$ cat config.mk
export PLATFORM = sky130hd
export DESIGN_NAME = i2c_txn_scheduler
export DESIGN_NICKNAME = d
export VERILOG_FILES = /design/src/rtl/i2c_pkg.sv /design/src/rtl/i2c_rr_arb2.sv /design/src/rtl/i2c_txn_scheduler.sv
export SDC_FILE = /design/constraint.sdc
export NUM_CORES = 1
export LEC_CHECK = 0
export BUFFER_PORTS_ARGS = -buffer_cell sky130_fd_sc_hd__clkbuf_2
export CORE_MARGIN = 3
export CORE_UTILIZATION = 45
export DETAILED_ROUTE_END_ITERATION = 16
export PLACE_DENSITY = 0.7
export SETUP_SLACK_MARGIN = 0.4
export SKIP_LAST_GASP = 1
export SLEW_MARGIN = 20
export SYNTH_ARGS = -nofsm -noshare
export SYNTH_HDL_FRONTEND = slang
export SYNTH_SLANG_ARGS = --single-unit
$ cat constraint.sdc
create_clock -name clk -period 2.54 [get_ports clk]
set_input_delay 0.381 -clock clk [delete_from_list [all_inputs] [get_ports clk]]
set_output_delay 0.381 -clock clk [all_outputs]
set_load 0.01 [all_outputs]
$ cat src/rtl/i2c_pkg.sv
// Shared definitions for the I2C transaction scheduler.
//   - byte-engine command opcodes (cmd_op encodings)
//   - scheduler state enumeration
//   - default response timeout in clock cycles
package i2c_pkg;

   localparam logic [2:0] OP_START  = 3'd0;
   localparam logic [2:0] OP_RSTART = 3'd1;
   localparam logic [2:0] OP_WRITE  = 3'd2;
   localparam logic [2:0] OP_READ   = 3'd3;
   localparam logic [2:0] OP_STOP   = 3'd4;

   localparam logic [15:0] TIMEOUT_DEFAULT = 16'd4000;

   typedef enum logic [3:0] {
      ST_IDLE,
      ST_START,
      ST_DEVW,
      ST_SUB,
      ST_WDATA,
      ST_RSTART,
      ST_DEVR,
      ST_READ,
      ST_STOP,
      ST_FIN
   } state_t;

endpackage

$ cat src/rtl/i2c_rr_arb2.sv
// Two-way round-robin arbiter.
//   clk, reset : clock and synchronous active-high reset
//   req        : request vector from the two requesters
//   accept     : scheduler takes the offered grant this cycle
//   gnt_valid  : at least one requester is asking
//   gnt_idx    : index of the requester offered the grant
// When both ask, the one not granted last wins. Last grant resets to 1 so
// requester 0 is served first after reset.
module i2c_rr_arb2 (
   input  logic       clk,
   input  logic       reset,
   input  logic [1:0] req,
   input  logic       accept,
   output logic       gnt_valid,
   output logic       gnt_idx
);

   logic last_grant;

   always_comb begin
      gnt_valid = |req;
      if (req == 2'b11)
         gnt_idx = ~last_grant;
      else
         gnt_idx = req[1];
   end

   always_ff @(posedge clk) begin
      if (reset)
         last_grant <= 1'b1;
      else if (accept && gnt_valid)
         last_grant <= gnt_idx;
   end

endmodule

$ cat src/rtl/i2c_txn_scheduler.sv
// I2C register-transaction scheduler. Arbitrates two requesters and turns a
// granted register write or read into a sequence of byte-engine commands.
//   clk, reset        : clock, synchronous active-high reset
//   req/req_*         : per-requester request level and transaction fields
//   done, err, rdata  : completion pulse, error flag and read data
//   cmd_*             : command channel to the byte engine (valid/ready)
//   rsp_*             : response from the byte engine for the accepted command
//   eng_abort         : one-cycle pulse telling the engine to release the bus
module i2c_txn_scheduler
   import i2c_pkg::*;
#(
   parameter logic [15:0] TIMEOUT = TIMEOUT_DEFAULT
) (
   input  logic        clk,
   input  logic        reset,
   input  logic [1:0]  req,
   input  logic [1:0]  req_rw,
   input  logic [13:0] req_dev,
   input  logic [15:0] req_sub,
   input  logic [15:0] req_wdata,
   input  logic [3:0]  req_len,
   output logic [1:0]  done,
   output logic        err,
   output logic [31:0] rdata,
   output logic        cmd_valid,
   input  logic        cmd_ready,
   output logic [2:0]  cmd_op,
   output logic [7:0]  cmd_data,
   output logic        cmd_mack,
   input  logic        rsp_valid,
   input  logic [7:0]  rsp_data,
   input  logic        rsp_nack,
   output logic        eng_abort
);

   state_t      state;
   logic        wait_rsp;   // command accepted, waiting for its response
   logic [15:0] tmo_cnt;
   logic        gnt;
   logic        rw;
   logic [6:0]  dev;
   logic [7:0]  sub;
   logic [7:0]  wdata;
   logic [1:0]  len;
   logic [1:0]  rd_cnt;
   logic        gnt_valid;
   logic        gnt_idx;

   i2c_rr_arb2 u_arb (
      .clk       (clk),
      .reset     (reset),
      .req       (req),
      .accept    (state == ST_IDLE),
      .gnt_valid (gnt_valid),
      .gnt_idx   (gnt_idx)
   );

   // Command fields are a pure decode of registered state and latched
   // request fields, so they stay stable while cmd_valid is held.
   always_comb begin
      cmd_op   = OP_START;
      cmd_data = 8'h00;
      cmd_mack = 1'b0;
      case (state)
         ST_DEVW:   begin cmd_op = OP_WRITE; cmd_data = {dev, 1'b0}; end
         ST_SUB:    begin cmd_op = OP_WRITE; cmd_data = sub;         end
         ST_WDATA:  begin cmd_op = OP_WRITE; cmd_data = wdata;       end
         ST_RSTART: cmd_op = OP_RSTART;
         ST_DEVR:   begin cmd_op = OP_WRITE; cmd_data = {dev, 1'b1}; end
         ST_READ:   begin cmd_op = OP_READ;  cmd_mack = (rd_cnt == len); end
         ST_STOP:   cmd_op = OP_STOP;
         default:   cmd_op = OP_START;
      endcase
   end

   always_ff @(posedge clk) begin
      if (reset) begin
         state     <= ST_IDLE;
         wait_rsp  <= 1'b0;
         tmo_cnt   <= 16'd0;
         cmd_valid <= 1'b0;
         done      <= 2'b00;
         err       <= 1'b0;
         rdata     <= 32'd0;
         eng_abort <= 1'b0;
         gnt       <= 1'b0;
         rw        <= 1'b0;
         dev       <= 7'd0;
         sub       <= 8'd0;
         wdata     <= 8'd0;
         len       <= 2'd0;
         rd_cnt    <= 2'd0;
      end else begin
         done      <= 2'b00;
         eng_abort <= 1'b0;
         case (state)
            ST_IDLE: begin
               if (gnt_valid) begin
                  gnt       <= gnt_idx;
                  rw        <= req_rw[gnt_idx];
                  dev       <= gnt_idx ? req_dev[13:7]   : req_dev[6:0];
                  sub       <= gnt_idx ? req_sub[15:8]   : req_sub[7:0];
                  wdata     <= gnt_idx ? req_wdata[15:8] : req_wdata[7:0];
                  len       <= gnt_idx ? req_len[3:2]    : req_len[1:0];
                  err       <= 1'b0;
                  rdata     <= 32'd0;
                  wait_rsp  <= 1'b0;
                  cmd_valid <= 1'b1;
                  state     <= ST_START;
               end
            end
            ST_FIN: state <= ST_IDLE;
            default: begin
               if (!wait_rsp) begin
                  if (cmd_valid && cmd_ready) begin
                     cmd_valid <= 1'b0;
                     wait_rsp  <= 1'b1;
                     tmo_cnt   <= 16'd0;
                  end
               end else if (rsp_valid) begin
                  wait_rsp  <= 1'b0;
                  cmd_valid <= 1'b1;
                  case (state)
                     ST_START: state <= ST_DEVW;
                     ST_DEVW: begin
                        if (rsp_nack) begin err <= 1'b1; state <= ST_STOP; end
                        else state <= ST_SUB;
                     end
                     ST_SUB: begin
                        if (rsp_nack) begin err <= 1'b1; state <= ST_STOP; end
                        else state <= rw ? ST_RSTART : ST_WDATA;
                     end
                     ST_WDATA: begin
                        if (rsp_nack) err <= 1'b1;
                        state <= ST_STOP;
                     end
                     ST_RSTART: state <= ST_DEVR;
                     ST_DEVR: begin
                        if (rsp_nack) begin err <= 1'b1; state <= ST_STOP; end
                        else begin rd_cnt <= 2'd0; state <= ST_READ; end
                     end
                     ST_READ: begin
                        rdata <= {rdata[23:0], rsp_data};
                        if (rd_cnt == len) state <= ST_STOP;
                        else rd_cnt <= rd_cnt + 2'd1;
                     end
                     default: begin   // STOP completed
                        cmd_valid <= 1'b0;
                        done      <= gnt ? 2'b10 : 2'b01;
                        state     <= ST_FIN;
                     end
                  endcase
               end else if (tmo_cnt == TIMEOUT - 16'd1) begin
                  // Engine is stuck: release the bus and finish without STOP.
                  wait_rsp  <= 1'b0;
                  eng_abort <= 1'b1;
                  err       <= 1'b1;
                  done      <= gnt ? 2'b10 : 2'b01;
                  state     <= ST_FIN;
               end else begin
                  tmo_cnt <= tmo_cnt + 16'd1;
               end
            end
         endcase
      end
   end

endmodule

### After elaboration in Yosys (flattened, before gate mapping)

Index checks and enable logic that the tools add are counted.

* register bits after elaboration: 88

* equality and inequality tests: 21
* reductions and logical operators: 26
* mux-type cells: 56
* bitwise operators: 4
* $lt $le $gt $ge: 1
* add/subtract/negate cells: 2

Operators with widths (number)
* 2-to-1 mux 32 bit: 4
* 2-to-1 mux 16 bit: 4
* one-hot mux 32 bit (2 select lines): 1
* 2-to-1 mux 4 bit: 8
* one-hot mux 8 bit (4 select lines): 1
* one-hot mux 4 bit (7 select lines): 1
* 2-to-1 mux 1 bit: 21
* adder 16 x 1 -> 16 bit (second input constant): 1
* == test 16 x 12 -> 1 bit (second input constant): 1
* == test 4 x 3 -> 1 bit (second input constant): 4
* 2-to-1 mux 8 bit: 2
* 2-to-1 mux 2 bit: 7
* one-hot mux 3 bit (4 select lines): 1
* AND reduction 4 bit: 3
* AND reduction 6 bit: 2
* != test 2 bit (second input constant): 5
* nonzero test 2 bit: 5
* nonzero test 3 bit: 3
* == test 4 x 2 -> 1 bit (second input constant): 2
* == test 4 bit (second input constant): 2
* one-hot mux 4 bit (2 select lines): 1
* OR reduction 4 bit: 2
* 2-to-1 mux 7 bit: 1
* OR reduction 7 bit: 1
* other kinds (18): 27

### Depth between registers and ports, before layout

Gate-level depths: netlist of the first run.

* word-level depth: 6
* gate-level depth with buffers: 7
* depth with buffers taken out: 6

### Hierarchy

From an unflattened synthesis of the first run, not the netlist that was laid out.

* cell total of the unflattened synthesis: 498
* area total of the unflattened synthesis: 4290.4 um^2

Modules (own cells, without submodules)
* i2c_txn_scheduler: sequential area each 1741.7 um^2, cells each 492, instances 1, area an instance 4234.1 um^2
* i2c_rr_arb2: sequential area each 20.0 um^2, cells each 6, instances 1, area an instance 56.3 um^2

### Worst setup path before layout of the first run

OpenSTA, ideal clock, no wires.

* kind: register to output
* start point: register state[3]
* end point: output port cmd_data[1]
* cell stages (with the launch flop): 6
* data arrival time: 1.685 ns
* slack: 0.474 ns
* data required time: 2.159 ns
* path through: dfxtp_1 -> buf_4 -> clkbuf_1 -> nor4b_1 -> a222oi_1 -> inv_1

* cells in the longest elaborated chain, start to end: 2

Ends and longest elaborated chain
* start: declaration: RTL line i2c_txn_scheduler.sv:36 `state_t state;`
* start signal: assignment: RTL line i2c_txn_scheduler.sv:131 `else state <= rw ? ST_RSTART : ST_WDATA;`
* == test 4 x 3 -> 1 bit or == test 4 x 2 -> 1 bit (tied branches): RTL line i2c_txn_scheduler.sv:64 `case (state)`
* one-hot mux 8 bit (4 select lines) (*): RTL line i2c_txn_scheduler.sv:64
* end: declaration: RTL line i2c_txn_scheduler.sv:28 `output logic [7:0] cmd_data,`

Mark *: on every way between the ends. The rest lies on a longest branch, timed or not.

### Worst setup path in the final report of the first run

* start point: register state[0]
* end point: output port cmd_data[4]

The elaborated chain is that of the path after synthesis.

==> results of run 1 <==
cell families after synthesis:
kind of cell               share of synthesized area, %
DFF                                                41.2
buffers and inverters                              5.97
muxes                                              7.75
AOI/OAI and AO/OA                                  19.0
adders and majority gates                         0.293
xor gates and xnor gates                           1.61
and+or+nand+nor                                    24.2
path summary, 6_finish.rpt:
kind | slack (ns) | start | cells after the start | endpoint
worst max-delay path | 0.41 | state[0] | 7 | cmd_data[4]
worst min-delay path | 0.24 | rsp_data[4] | 3 | rdata[4]
worst max register to register | 0.46 | state[2] | 7 | state[3]
worst min register to register | 0.45 | rdata[24] | 2 | rdata[24]
registers in the layout, summed over array words and instances (netlist names):
register,cells
cmd_valid,1
u_arb.last_grant,1
wait_rsp,1
tmo_cnt,16
eng_abort,1
rdata,32
state,4
done,2
len,2
rd_cnt,2
wdata,8
dev,7
err,1
rw,1
sub,8
gnt,1
final cells by class:
cell class                 count  area share [%]
multi-input combinational    362            43.1
timing repair buffer         147            16.6
sequential                    88            32.8
inverter                      16            1.18
clock buffer                  10            2.54
tap                          126            2.91
clock inverter                 6           0.925
per-layer routing:
metal / global-route usage (%) / part of all wire (%)
met1: 26.9 / 44
met2: 31.5 / 47
met3: 5.43 / 6.5
met4: 6.67 / 2.8
met5: 0 / 0
power groups by stage:
stage          registers (W)  clock network, W  logic, W
2_1_floorplan        0.00180                 0   0.00130
3_3_place_gp         0.00183                 0   0.00167
6_report             0.00183          0.000935   0.00196
5_1_grt              0.00186           0.00101   0.00214
3_5_place_dp         0.00184                 0   0.00170
4_1_cts              0.00181          0.000963   0.00180
repair_timing:
action,4_1_cts,5_1_grt
buffers inserted,12,3
gates cloned,0,2
gates resized for setup,15,15
endpoints found under the setup margin,9,7
pin swaps,2,4
cells in the final DEF (no fill, tap or decap), types with 6 or more instances in the layout:
cell type                  Yosys  layout
sky130_fd_sc_hd__buf_4         2      24
sky130_fd_sc_hd__nor2b_1       7       6
sky130_fd_sc_hd__clkbuf_8      0      10
sky130_fd_sc_hd__or4_1         6       6
sky130_fd_sc_hd__o21ai_0       9       9
sky130_fd_sc_hd__a21oi_1      44      44
sky130_fd_sc_hd__mux2i_1      32      32
sky130_fd_sc_hd__a222oi_1      7       7
sky130_fd_sc_hd__or3_1         8       7
sky130_fd_sc_hd__nor2_1       45      44
sky130_fd_sc_hd__nand4_1       8       8
sky130_fd_sc_hd__inv_1        16      15
sky130_fd_sc_hd__dfxtp_1      88      85
sky130_fd_sc_hd__a211oi_1     30      30
sky130_fd_sc_hd__nand3_1      41      41
sky130_fd_sc_hd__clkbuf_2      0     114
sky130_fd_sc_hd__nand2_1      53      50
stage by stage:
step	total power, W	utilization [%]	hold WS [ns]
final	0.00472	60.3	0.240
after global routing	0.00502	60.3	0.236
after CTS	0.00457	58.9	0.222
after detailed placement	0.00354	55.3	0.441
after global placement	0.00350	55.3	0.438
after floorplan	0.00310	-	0.414
worst register-to-register path, delay by kind of cell, from the launching register on:
kind                   cells  cell delay [ns]
AND/OR/NAND/NOR            2             0.72
flip-flops                 1             0.33
AO/OA/AOI/OAI              2             0.33
multiplexers               1             0.33
buffers and inverters      2             0.27
==> flow_metrics.py, run 1 <==
metrics = {
    "placement": {
        "finalWeightedCongestion": 0.866,
        "placed_cell_area_mm2": 0.00496,
        "place_inst": 722,
        "place.port_buffers": 115,
        "hpwl_mm": 7.44,
        "place_worst_setup_slack_ns": 0.343,
    },
    "critical_path": {
        "cell_chain_of_the_critical_path": "clkinvlp_4 -> nand2_2 -> nor2_2 -> buf_4 -> a222oi_1 -> inv_1 -> buf_2",
        "worstPathRequired_ns": 2.16,
        "timing.critical_path.fanout_max": 7,
        "setup.worst_path.start_class": "flop",
        "setup.worst_path.end_class": "output pin",
        "crit_buf_inv": 4,
        "crit_type": "flop to output pin",
        "arrival_ns": 1.75,
        "critical-path-slowest-cell": "sky130_fd_sc_hd__dfxtp_4",
        "path_delay_family": "buffers and inverters",
        "cpPeakStageDelay_ns": 0.43,
    },
    "synthesis": {
        "number_of_flops_mapped_to_enable_cells_by_yosys": 0,
        "synth.ff_latch_count": 88,
        "async_reset_ff_share_pct": 0,
        "synth_area_per_cell_um2": 8.44,
        "synthesis.nets": 575,
        "synthesis_warnings": 0,
        "ys_seq_area_share_pct": 41.2,
        "top_area_cell_type_share_of_the_netlist_area_pct": 41.2,
        "synth_largest_area_cell": "sky130_fd_sc_hd__dfxtp_1",
        "syn-cell-area_mm2": 0.00428,
        "synth_cell_types": 60,
        "synthesis.instances": 507,
        "yosys_most_used_dff": "sky130_fd_sc_hd__dfxtp_1",
        "synth_commonest_cells": "sky130_fd_sc_hd__dfxtp_1 (88), sky130_fd_sc_hd__nand2_1 (53), sky130_fd_sc_hd__nor2_1 (45), sky130_fd_sc_hd__a21oi_1 (44), sky130_fd_sc_hd__nand3_1 (41)",
        "synthMostInstantiatedCell": "sky130_fd_sc_hd__dfxtp_1",
        "post_synth_main_area_contributors": "sky130_fd_sc_hd__dfxtp_1 (41%), sky130_fd_sc_hd__mux2i_1 (7.5%), sky130_fd_sc_hd__a211oi_1 (5.3%), sky130_fd_sc_hd__a21oi_1 (5.1%), sky130_fd_sc_hd__nand3_1 (4.8%)",
    },
    "route": {
        "route.antenna.remaining_nets": 0,
        "vias_per_cell": 5.54,
        "detail_route.wl_per_cell_um": 14.9,
        "drc": 0,
        "drt_first_pass_iters": 5,
        "initialDrtViolationCount": 296,
        "route.vias.total": 4182,
        "finalWirelength_mm": 11.2,
    },
    "power_and_ir_drop": {
        "p_switching_w": 0.00191,
        "portion_of_total_power_attributed_to_combinational_logic_pct": 41.4,
        "power_frac_clock_pct": 19.8,
        "power.sequential.fraction_pct": 38.8,
        "power_leakage_nw": 2.29,
        "power.density_mw_per_mm2": 873,
        "vdd_ir_drop_max_mv": 0.490,
        "p_sw_share_pct": 40.4,
        "cellInternalPower_w": 0.00281,
    },
    "layout": {
        "synthToLayoutAreaGrowth_pct": 26.5,
        "drive_gt1_share_pct": 31.0,
        "instances_no_fill": 755,
        "net_total_in_the_final_layout": 692,
        "multi_input_area_mm2": 0.00233,
        "final_design_area_no_fill_mm2": 0.00541,
        "sequential_cell_area_in_the_final_layout_mm2": 0.00177,
        "diodes": 0,
        "n_fill_cell": 796,
    },
    "sta": {
        "time_the_final_worst_path_needs_with_i_o_delays_and_setup_ns": 2.13,
        "final.period_utilization_pct": 83.8,
        "rsz0062_at_grt": "true",
        "worst_relative_slew_slack_pct": 58.1,
        "setup-violations-final": 0,
        "final.setup_skew_ns": 0.0136,
        "worstMarginPinSlew_ns": 0.626,
        "finalHoldViolations": 0,
        "setup_slack_ns": 0.411,
        "maxSlewViolCount": 0,
        "timing.fmax_ghz": 0.470,
        "fin_tns_setup_ns": 0,
    },
    "global_route": {
        "grt_max_degree": 54,
        "global_route.overflow_total": 0,
        "grt_first_pass_wirelength_mm": 17.3,
        "antenna_found_initial": 0,
        "vias_in_the_first_global_route": 3619,
        "grt_use_total_pct": 20.1,
    },
    "floorplanning": {
        "initial_utilization_pct": 47.6,
        "placementRows": 34,
        "die-area_mm2": 0.0107,
        "die_h_um": 103,
        "boundaryPins": 116,
        "design.core.area_mm2": 0.00898,
        "floorplan.die.width_um": 103,
    },
    "hold_path": {
        "hp-class": "primary input to flop",
    },
    "cts": {
        "clock_tree.root_cell": "sky130_fd_sc_hd__clkbuf_8",
        "cts-root-to-sink-buffers": 2,
        "cts_tree": "built",
        "numClockSinks": 88,
        "cts.htree.levels": 3,
        "clk_pin_slew_worst_paths_ns": 0.10,
        "clk_latency_ns": 0.36,
        "tritoncts.num_buffers": 9,
        "holdBufCountCts": 0,
    },
    "flow_run": {
        "cap_viol_max_count": 0,
    },
    "outcome": {
        "run_status": "completed",
    },
}
(Power assumes the default switching activity.)
==> run 2: changes to the inputs <==
PLACE_DENSITY = 0.73   (was 0.7)
clock period = 1.75 ns   (was 2.54 ns; I/O delays follow)
==> flow_metrics.py, run 2 (synthesis gave the netlist of run 1 again) <==
metrics = {
    "global_route": {
        "global_route.overflow_total": 0,
        "grt_first_pass_wirelength_mm": 21.4,
        "grt_max_degree": 56,
        "antenna_found_initial": 0,
        "busiest_layer": "met2",
        "vias_in_the_first_global_route": 4502,
        "met2_usage_pct": 43.3,
        "globalRouteMet1Util_pct": 31.9,
        "grt_use_total_pct": 25.3,
        "use_met3_pct": 5.16,
    },
    "power_and_ir_drop": {
        "power.density_mw_per_mm2": 1490,
        "p_switching_w": 0.00451,
        "power_leakage_nw": 2.87,
        "power.sequential.fraction_pct": 25.4,
        "vdd_ir_drop_max_mv": 1.04,
        "cellInternalPower_w": 0.00608,
        "power_frac_clock_pct": 13.3,
        "power.total_w": 0.0106,
        "portion_of_total_power_attributed_to_combinational_logic_pct": 61.3,
        "p_sw_share_pct": 42.6,
    },
    "critical_path": {
        "crit_type": "flop to flop",
        "worstPathRequired_ns": 2.04,
        "register_to_register_path_setup_slack_ns": -0.31,
        "timing.critical_path.fanout_max": 8,
        "setup.worst_path.start_class": "flop",
        "arrival_ns": 2.35,
        "setup.worst_path.end_class": "flop",
    },
    "sta": {
        "final.setup_skew_ns": 0.0181,
        "worst_relative_slew_slack_pct": 72.5,
        "maxSlewViolCount": 0,
        "timing.fmax_ghz": 0.486,
        "worst_hold_check_slack_ns": 0.116,
        "final.period_utilization_pct": 118,
        "finalHoldViolations": 0,
        "time_the_final_worst_path_needs_with_i_o_delays_and_setup_ns": 2.06,
        "worstMarginPinSlew_ns": 0.412,
        "setup-violations-final": 93,
        "setup_slack_ns": -0.307,
        "fin_tns_setup_ns": -19.10,
        "rsz0062_at_grt": "true",
    },
    "layout": {
        "instances_no_fill": 826,
        "regMostFlops": "rdata",
        "final_util_pct": 79.0,
        "synthToLayoutAreaGrowth_pct": 65.9,
        "drive_gt1_share_pct": 54.7,
        "diodes": 0,
        "net_total_in_the_final_layout": 763,
        "largest_registers": "rdata: 32 flops, tmo_cnt: 16 flops",
        "largest_register_ff_count": 32,
        "final_common_cell": "sky130_fd_sc_hd__clkbuf_2",
        "final_cell_mix": "sky130_fd_sc_hd__clkbuf_2 (103), sky130_fd_sc_hd__dfxtp_1 (77), sky130_fd_sc_hd__buf_4 (54)",
    },
    "floorplanning": {
        "die-area_mm2": 0.0107,
        "design.core.area_mm2": 0.00898,
        "die_h_um": 103,
        "placementRows": 34,
        "initial_utilization_pct": 47.6,
        "boundaryPins": 116,
        "floorplan.die.width_um": 103,
    },
    "cts": {
        "tritoncts.num_buffers": 9,
        "clock_tree.root_cell": "sky130_fd_sc_hd__clkbuf_8",
        "cts.htree.levels": 3,
        "clk_latency_ns": 0.38,
        "numClockSinks": 88,
        "cts-root-to-sink-buffers": 2,
        "cts_tree": "built",
        "clk_pin_slew_worst_paths_ns": 0.11,
    },
    "outcome": {
        "run_status": "finished with violations",
        "failing_checks": "negative setup slack",
    },
    "route": {
        "drt_first_pass_iters": 8,
        "vias_per_cell": 6.05,
        "route.vias.total": 4998,
        "route.antenna.remaining_nets": 0,
        "finalWirelength_mm": 16.6,
        "drc": 0,
        "detail_route.wl_per_cell_um": 20.1,
        "initialDrtViolationCount": 479,
    },
    "placement": {
        "place_inst": 761,
        "place.port_buffers": 115,
        "finalWeightedCongestion": 0.884,
        "hpwl_mm": 8.25,
    },
    "hold_path": {
        "hp-class": "primary input to flop",
    },
    "flow_run": {
        "cap_viol_max_count": 0,
    },
}
## run 2: timing repair
| item | in CTS | in global routing |
|---|---|---|
| pin swaps | 62 | 66 |
| hold buffers | 0 | 0 |
| endpoints found under the setup margin | 100 | 100 |
| resized for setup | 97 | 116 |
| buffers inserted | 24 | 14 |
| cloned | 5 | 6 |
## run 2: layer usage
metal / up-vias / part of all wire [%]
met3: 90 / 7.4
met5: - / 0
met2: 310 / 49
met1: 2385 / 39
met4: 0 / 4.9
li1: 2213 / -
## run 2: layout make-up
cell class	instances	area, um^2
clock buffers	9	124
inverters	16	65.1
fillers	511	1880
flip-flops and latches	88	1780
clock inverters	7	70.1
well taps	126	158
multi-input cells	362	3110
repair buffers	218	1790
## run 2: critical path, cell delays in order, from the launching register on
cell and delay (ns):
sky130_fd_sc_hd__dfxtp_2 0.34, sky130_fd_sc_hd__buf_6 0.12, sky130_fd_sc_hd__buf_4 0.14, sky130_fd_sc_hd__buf_6 0.12
sky130_fd_sc_hd__buf_6 0.12, sky130_fd_sc_hd__nor4_4 0.29, sky130_fd_sc_hd__o21ai_2 0.12, sky130_fd_sc_hd__buf_6 0.14
sky130_fd_sc_hd__o21ai_4 0.06, sky130_fd_sc_hd__buf_12 0.16, sky130_fd_sc_hd__buf_12 0.13, sky130_fd_sc_hd__nand2_1 0.06
sky130_fd_sc_hd__a21oi_1 0.18
## run 2: power by group through the flow
stage                     Sequential (W)  Combinational (W)  Clock, W
after floorplan                  0.00262            0.00218         0
after global placement           0.00262            0.00308         0
after detailed placement         0.00263            0.00316         0
after CTS                        0.00262            0.00465   0.00140
after global routing             0.00271            0.00673   0.00150
final                            0.00268            0.00649   0.00141
## run 2: per-stage QoR
stage / setup WS, ns / instance area, um^2
after global placement: -0.0600 / 5410
after global routing: -0.388 / 7090
after CTS: -0.228 / 6350
after floorplan: -0.153 / 4460
final: -0.307 / 7090
after detailed placement: -0.113 / 5410
## run 2: worst paths after layout
check                                 start   endpoint  depth (start not counted)
worst max register to register     state[3]  rdata[10]                         12
worst min register to register    rdata[27]  rdata[27]                          2
worst max-delay path               state[3]  rdata[10]                         12
worst min-delay path            rsp_data[4]   rdata[4]                          3
==> run 3: changes to the inputs <==
PLACE_DENSITY = default   (was 0.73)
PLACE_DENSITY_LB_ADDON = 0.15   (was default)
==> flow_metrics.py, run 3 (synthesis gave the netlist of run 1 again) <==
metrics = {
    "global_route": {
        "antenna_found_initial": 0,
        "grt_use_total_pct": 24.8,
        "grt_max_degree": 54,
        "global_route.overflow_total": 0,
        "vias_in_the_first_global_route": 4400,
        "grt_first_pass_wirelength_mm": 21.1,
    },
    "sta": {
        "timing.fmax_ghz": 0.508,
        "time_the_final_worst_path_needs_with_i_o_delays_and_setup_ns": 1.97,
        "maxSlewViolCount": 0,
        "setup_slack_ns": -0.218,
        "rsz0062_at_grt": "true",
        "final.period_utilization_pct": 112,
        "setup-violations-final": 91,
        "worstMarginPinSlew_ns": 0.653,
        "worst_relative_slew_slack_pct": 56.5,
        "finalHoldViolations": 0,
        "final.setup_skew_ns": 0.0143,
    },
    "critical_path": {
        "crit_type": "flop to output pin",
        "arrival_ns": 1.71,
        "setup.worst_path.start_class": "flop",
        "setup.worst_path.end_class": "output pin",
        "worstPathRequired_ns": 1.49,
        "timing.critical_path.fanout_max": 6,
    },
    "cts": {
        "clk_latency_ns": 0.36,
        "numClockSinks": 88,
        "cts_tree": "built",
        "cts-root-to-sink-buffers": 2,
        "cts.htree.levels": 3,
        "tritoncts.num_buffers": 9,
        "clock_tree.root_cell": "sky130_fd_sc_hd__clkbuf_8",
        "clk_pin_slew_worst_paths_ns": 0.10,
        "holdBufCountCts": 0,
    },
    "layout": {
        "drive_gt1_share_pct": 46.7,
        "net_total_in_the_final_layout": 753,
        "regMostFlops": "rdata",
        "largest_registers": "rdata: 32 flops, tmo_cnt: 16 flops",
        "synthToLayoutAreaGrowth_pct": 55.3,
        "final_common_cell": "sky130_fd_sc_hd__clkbuf_2",
        "diodes": 0,
        "largest_register_ff_count": 32,
        "instances_no_fill": 816,
        "final_cell_mix": "sky130_fd_sc_hd__clkbuf_2 (107), sky130_fd_sc_hd__dfxtp_1 (82), sky130_fd_sc_hd__buf_4 (55)",
    },
    "power_and_ir_drop": {
        "vdd_ir_drop_max_mv": 0.972,
        "power.density_mw_per_mm2": 1420,
        "power_leakage_nw": 2.84,
    },
    "floorplanning": {
        "die_h_um": 103,
        "die-area_mm2": 0.0107,
        "boundaryPins": 116,
        "design.core.area_mm2": 0.00898,
        "floorplan.die.width_um": 103,
        "initial_utilization_pct": 47.6,
        "placementRows": 34,
    },
    "route": {
        "route.antenna.remaining_nets": 0,
        "drt_first_pass_iters": 5,
        "initialDrtViolationCount": 282,
        "vias_per_cell": 5.60,
        "finalWirelength_mm": 13.8,
        "detail_route.wl_per_cell_um": 16.9,
        "route.vias.total": 4566,
        "drc": 0,
    },
    "outcome": {
        "failing_checks": "negative setup slack",
        "run_status": "finished with violations",
    },
    "flow_run": {
        "cap_viol_max_count": 0,
    },
    "placement": {
        "finalWeightedCongestion": 0.806,
        "place.port_buffers": 115,
        "place_inst": 752,
        "place_worst_setup_slack_ns": -0.119,
        "hpwl_mm": 7.85,
    },
    "hold_path": {
        "hp-class": "primary input to flop",
    },
}
## run 3: changes by cell type in the layout (fill, tap and decap cells not counted), sizes merged
| cell | before | now |
|---|---|---|
| buf | 110 | 100 |
| clkbuf | 117 | 119 |
| inv | 19 | 17 |
| bufinv | 0 | 1 |
| clkinv | 3 | 2 |
## run 3: area by class of cell
cell class	instances	area (um^2)
clock inverters	5	63.8
multi-input cells	362	2800
clock buffers	11	141
repair buffers	208	1650
fillers	623	2330
well taps	126	158
flip-flops and latches	88	1770
inverters	16	62.6
## run 3: path summary, 6_finish.rpt
path / cells past startpoint / slack, ns / from / to
setup / recovery: 6 / -0.22 / state[0] / cmd_mack
hold / removal: 3 / 0.13 / rsp_data[0] / rdata[0]
setup reg to reg: 8 / -0.22 / state[0] / state[3]
hold reg to reg: 2 / 0.46 / rdata[24] / rdata[24]
## run 3: what timing repair did
action                                  CTS  global route
setup buffers                            32             9
pin swaps                                36            44
cloned                                    6             1
gates resized for setup                  61            81
hold endpoints to repair                  0             0
endpoints found under the setup margin  100           100
## run 3: where the power goes
group          total, W  leakage [nW]  internal (W)  switching [W]
registers       0.00264         0.721       0.00237       0.000267
clock network   0.00145         0.100      0.000710       0.000743
logic           0.00534          2.02       0.00272        0.00262
## run 3: per-stage QoR
step / util, % / instance area [um^2] / hold slack (ns) / setup TNS (ns) / power [W]
2_1_floorplan: - / 4460 / 0.339 / -0.191 / 0.00480
3_3_place_gp: 59.6 / 5350 / 0.441 / -0.0404 / 0.00560
3_5_place_dp: 59.6 / 5350 / 0.451 / -0.791 / 0.00565
4_1_cts: 69.5 / 6240 / 0.109 / -6.55 / 0.00873
5_1_grt: 74.0 / 6640 / 0.126 / -16.63 / 0.00990
6_report: 74.0 / 6640 / 0.133 / -10.27 / 0.00943
## run 3: metal layers
metal	GRT usage (%)	routed length [um]
met5	0	0
met1	32.3	5770
met4	5.58	185
met2	41.7	6780
met3	6.10	1070
## run 3: worst max-delay path, stage by stage, from the launching register on
cell and delay [ns]:
sky130_fd_sc_hd__dfxtp_2 0.37, sky130_fd_sc_hd__buf_6 0.14, sky130_fd_sc_hd__buf_4 0.14, sky130_fd_sc_hd__nand4b_1 0.16, sky130_fd_sc_hd__buf_4 0.18, sky130_fd_sc_hd__nor3_1 0.19, sky130_fd_sc_hd__clkbuf_2 0.16
